===== config.mk =====
export PLATFORM = sky130hd
export DESIGN_NAME = nibble_serial_adder
export DESIGN_NICKNAME = d
export VERILOG_FILES = /design/src/rtl/coa_adder_pkg.sv /design/src/rtl/cla4_carry_unit.sv /design/src/rtl/nibble_serial_adder.sv
export SDC_FILE = /design/constraint.sdc
export NUM_CORES = 1
export LEC_CHECK = 0
export CAP_MARGIN = 15
export CORE_MARGIN = 5
export CORE_UTILIZATION = 50
export DETAILED_ROUTE_END_ITERATION = 10
export PLACE_DENSITY = 0.76
export SLEW_MARGIN = 20
export SYNTH_ARGS = -nofsm -noshare
export SYNTH_HDL_FRONTEND = slang
export SYNTH_SLANG_ARGS = --single-unit

===== constraint.sdc =====
create_clock -name clk -period 2.95 [get_ports clk]
set_input_delay 0.295 -clock clk [delete_from_list [all_inputs] [get_ports clk]]
set_output_delay 0.295 -clock clk [all_outputs]
set_load 0.01 [all_outputs]

===== src/rtl/coa_adder_pkg.sv =====
// Shared definitions for the nibble-serial adder slice.
//   NIB_W   : bits processed per clock by the serial adder
//   state_t : controller states (3 is unused and treated as IDLE)
//   clog2   : index-width helper (never returns less than 1)
package coa_adder_pkg;

  localparam int unsigned NIB_W = 4;

  typedef enum logic [1:0] {
    ST_IDLE = 2'd0,
    ST_RUN  = 2'd1,
    ST_DONE = 2'd2
  } state_t;

  function automatic int unsigned clog2(input int unsigned v);
    int unsigned r;
    r = 1;
    for (int unsigned i = 1; i < 32; i++) begin
      if ((32'd1 << i) < v) r = i + 1;
    end
    return r;
  endfunction

endpackage


===== src/rtl/cla4_carry_unit.sv =====
// Combinational 4-bit carry-lookahead generator.
//   a, b : nibble operands
//   c    : carry into bit 0
//   p    : propagate terms (a ^ b)
//   cout : carry out of each bit position, flattened to two levels
module cla4_carry_unit (
  input  logic [3:0] a,
  input  logic [3:0] b,
  input  logic       c,
  output logic [3:0] cout,
  output logic [3:0] p
);

  logic [3:0] g;

  always_comb begin
    g = a & b;
    p = a ^ b;
    cout[0] = g[0] | (p[0] & c);
    cout[1] = g[1] | (p[1] & g[0]) | (p[1] & p[0] & c);
    cout[2] = g[2] | (p[2] & g[1]) | (p[2] & p[1] & g[0])
            | (p[2] & p[1] & p[0] & c);
    cout[3] = g[3] | (p[3] & g[2]) | (p[3] & p[2] & g[1])
            | (p[3] & p[2] & p[1] & g[0]) | (p[3] & p[2] & p[1] & p[0] & c);
  end

endmodule


===== src/rtl/nibble_serial_adder.sv =====
// Multi-cycle WIDTH-bit adder: one nibble per clock, LSB nibble first,
// carry chained between cycles through a register. start/busy/done handshake.
//   clk, rst_n : clock, synchronous active-low reset
//   start      : request an add (honoured in IDLE or DONE only)
//   a, b, cin  : operands, captured on the accept cycle
//   busy       : high while nibbles are being processed
//   done       : one-cycle pulse, result valid
//   sum, cout  : a+b+cin modulo 2^WIDTH and carry out of the MSB
//   overflow   : signed overflow of the completed add
module nibble_serial_adder
  import coa_adder_pkg::*;
#(
  parameter int unsigned WIDTH = 16
) (
  input  logic             clk,
  input  logic             rst_n,
  input  logic             start,
  input  logic [WIDTH-1:0] a,
  input  logic [WIDTH-1:0] b,
  input  logic             cin,
  output logic             busy,
  output logic             done,
  output logic [WIDTH-1:0] sum,
  output logic             cout,
  output logic             overflow
);

  localparam int unsigned N     = WIDTH / NIB_W;
  localparam int unsigned IDX_W = clog2(N);
  localparam logic [IDX_W-1:0] LAST = IDX_W'(N - 1);

  state_t           state, state_nx;
  logic             accept;
  logic [WIDTH-1:0] a_r, b_r, work, work_nx;
  logic [IDX_W-1:0] idx;
  logic             carry;
  logic [3:0]       nib_a, nib_b, cu_cout, cu_p, nib_sum;

  cla4_carry_unit u_cla (
    .a    (nib_a),
    .b    (nib_b),
    .c    (carry),
    .cout (cu_cout),
    .p    (cu_p)
  );

  always_comb begin
    nib_a   = a_r[idx*NIB_W +: NIB_W];
    nib_b   = b_r[idx*NIB_W +: NIB_W];
    nib_sum = cu_p ^ {cu_cout[2:0], carry};
    // Final result register is loaded from work_nx so the last nibble lands
    // in the same edge that enters DONE.
    work_nx = work;
    work_nx[idx*NIB_W +: NIB_W] = nib_sum;
  end

  // IDLE, DONE and the unused encoding all share the accept behaviour.
  always_comb begin
    state_nx = ST_IDLE;
    accept   = 1'b0;
    case (state)
      ST_RUN:  state_nx = (idx == LAST) ? ST_DONE : ST_RUN;
      default: begin
        if (start) begin
          accept   = 1'b1;
          state_nx = ST_RUN;
        end
      end
    endcase
  end

  assign busy = (state == ST_RUN);
  assign done = (state == ST_DONE);

  always_ff @(posedge clk) begin
    if (!rst_n) begin
      state    <= ST_IDLE;
      a_r      <= '0;
      b_r      <= '0;
      work     <= '0;
      idx      <= '0;
      carry    <= 1'b0;
      sum      <= '0;
      cout     <= 1'b0;
      overflow <= 1'b0;
    end else begin
      state <= state_nx;
      if (accept) begin
        a_r   <= a;
        b_r   <= b;
        carry <= cin;
        idx   <= '0;
      end else if (state == ST_RUN) begin
        carry <= cu_cout[3];
        idx   <= idx + 1'b1;
        work  <= work_nx;
        if (idx == LAST) begin
          sum      <= work_nx;
          cout     <= cu_cout[3];
          overflow <= cu_cout[2] ^ cu_cout[3];
        end
      end
    end
  end

endmodule


==> qor.csv <==
metric,value,unit
run status,completed,
core area,6310,um^2
FP Rows,29,
Post-Synthesis Cells,343,
Total Power,0.00211,W
Post-Syn Nets,391,
GP Congestion,0.842,
Synth area leaders,"dfxtp_1 (44%), nand2_1 (9.3%), a21boi_1 (7.2%), mux4_2 (5.6%), ha_1 (4.3%)",
"commonest cells after routing, fill and taps aside","nand2_1 (80), dfxtp_1 (71), clkdlybuf4s50_1 (55)",
H-tree depth,3,
CP cell instances,buf_4 > mux4_2 > fa_1 > xnor2_1 > nor2_1 > a22oi_1 > nor2b_1,
"CTS clk-pin slew, worst paths",0.07,ns
worst path bufs/invs,1,
number of global-route vias before repair,2650,
Final Skew,0.00812,ns
Seq cells post-synth,71,
Root Driver,clkbuf_8,
Int Pwr,0.00159,W
critical path class,flop to flop,
antenna violations before repair,0,
Worst EP required,3.19,ns
minimum clock period,2.69,ns
GRT Overall Usage,19.1,%
area grow syn2layout,25.1,%
MaxCap Viol Count,0,
synth unique cells,50,
Hold WS,0.446,ns
die footprint,8170,um^2
max incr delay on CP,0.56,ns
Total Nets Final,444,
VDD IR max,0.000386,V
Slew @ Worst Pin,0.707,ns
Hold Path Class,flop to flop,
Top Ports,56,
Switching Fraction,24.6,%
YS warnings,0,
final hold vios,0,
slowest cell on the critical path,mux4_2,
Crit. End Element,flop,
Most used DFF post-synth,dfxtp_1,
share of post-route cells with drive strength above 1,8.98,%
Via density,5.60,
crit-path max FO,6,
slew margin rel.,52.2,%
CTS hold repair buffers,0,
Final Max Slew Viols,0,
Num CTS Buffers,9,
ant diodes,0,
PostCTS Resize Cnt,0,
DR vias,2676,
grt ovf,0,
Mapped Area,3230,um^2
syn avg cell area,9.42,um^2
clk_lat worst skew,0.35,ns
fmax,372,MHz
Antenna Nets Post-Route,0,
CTS tree,done,
Synth top area share,44.0,%
sequential area share after synthesis,44.0,%
dpl hpwl,5.37,mm
clock tree sinks,71,
Die Wd,90.4,um
Die H,90.4,um
final setup TNS,0,ns
combinational cell fraction of total power,13.0,%
CP startpoint kind,flop,
drt total wl,7.64,mm
P_sw,0.000519,W
clock network power share,39.0,%
first-pass GRT wire length,12.7,mm
Crit path max-delay family,multiplexers,
CP arrival,2.93,ns
final setup vio count,0,
Buffers on Ports,55,
initial detailed-routing violation count,169,
Max clock buf depth,2,
Initial Utilization,51.1,%
fin crit share,91.2,%
Power Density,523,nW/um^2
drt pass-1 iters,4,
largest net degree at the start of global routing,53,
sequential share of power,48.0,%
LEAKAGE,1.56,nW
WL/cell,16.0,um
"most common cell after layout, fill and taps aside",nand2_1,
post-layout util,64.0,%
"EDFF count, synth",0,
Post-synth ARST share,0,%
post-CTS setup repair buffer count,0,
DRC errors left,0,
dominant cell type by area after synthesis,dfxtp_1,
RSZ-0062 raised after global routing,false,
## logic make-up after synthesis
logic type | share of synthesized area, %
and+or+nand+nor | 17.9
AOI/OAI and AO/OA | 22.4
DFF | 44.0
buffers and inverters | 3.72
adders and majority gates | 4.88
muxes | 6.24
xor gates and xnor gates | 0.775
## cell usage after synthesis (all sizes together), types with 2 or more instances
cell type / count
a21boi: 34
o211a: 2
a22oi: 7
and2: 4
a21o: 4
o21ai: 8
xnor2: 2
a21oi: 6
and3: 4
clkbuf: 8
ha: 11
o31ai: 8
nand3b: 3
nand3: 7
nand2: 80
mux4: 8
o21a: 3
a211oi: 2
nor2b: 13
o22ai: 3
buf: 11
nor2: 7
inv: 9
a32oi: 4
o41ai: 3
nor3: 3
a22o: 6
dfxtp: 71
## sequential cells by signal, indices dropped and copies added, names as in the netlist
signal    cells
a_r          16
carry         1
overflow      1
sum          16
b_r          16
idx           2
cout          1
state         2
work         16
## worst reg2reg max path: stages, from the launching register on
cell     delay, ns
dfxtp_1       0.34
buf_4         0.18
mux4_2        0.56
fa_1          0.43
xnor2_1       0.55
nor2_1        0.22
a22oi_1       0.23
nor2b_1       0.06
## path summary, 6_finish.rpt
path,depth (start not counted),startpoint,end,slack (ns)
worst max-delay path,7,idx[0]$_SDFFE_PP0P_,work[5]$_SDFFE_PN0P_,0.26
worst min-delay path,2,sum[12]$_SDFFE_PN0P_,sum[12]$_SDFFE_PN0P_,0.45
worst max register to register,7,idx[0]$_SDFFE_PP0P_,work[5]$_SDFFE_PN0P_,0.26
worst min register to register,2,sum[12]$_SDFFE_PN0P_,sum[12]$_SDFFE_PN0P_,0.45
## final cells by class
| cell class | count | area [um^2] |
|---|---|---|
| well taps | 77 | 96.3 |
| clock inverters | 4 | 70.1 |
| fillers | 528 | 2270 |
| repair buffers | 61 | 596 |
| inverters | 9 | 33.8 |
| clock buffers | 12 | 135 |
| flip-flops and latches | 71 | 1420 |
| multi-input cells | 244 | 1690 |
## routing by layer
layer  share of wire, %  global-route usage (%)
met5                  0                       0
met4                2.1                    7.20
met3                7.5                    6.75
met2                 48                    31.4
met1                 43                    22.9
## metrics by stage
stage | instances | setup slack, ns | cell area, um^2
after detailed placement | 462 | 0.308 | 3830
final | 478 | 0.261 | 4040
after global placement | 462 | 0.357 | 3830
after global routing | 478 | 0.118 | 4040
after floorplan | 343 | 0.339 | 3230
after CTS | 478 | 0.251 | 4040
## power by group through the flow
stage | clock (W) | combinational [W] | sequential (W)
floorplan | 0 | 0.000178 | 0.00103
global placement | 0 | 0.000267 | 0.00104
detailed placement | 0 | 0.000271 | 0.00104
CTS | 0.000839 | 0.000274 | 0.00101
global route | 0.000881 | 0.000301 | 0.00102
finish | 0.000825 | 0.000275 | 0.00101
Power figures use the tool's default switching activity.
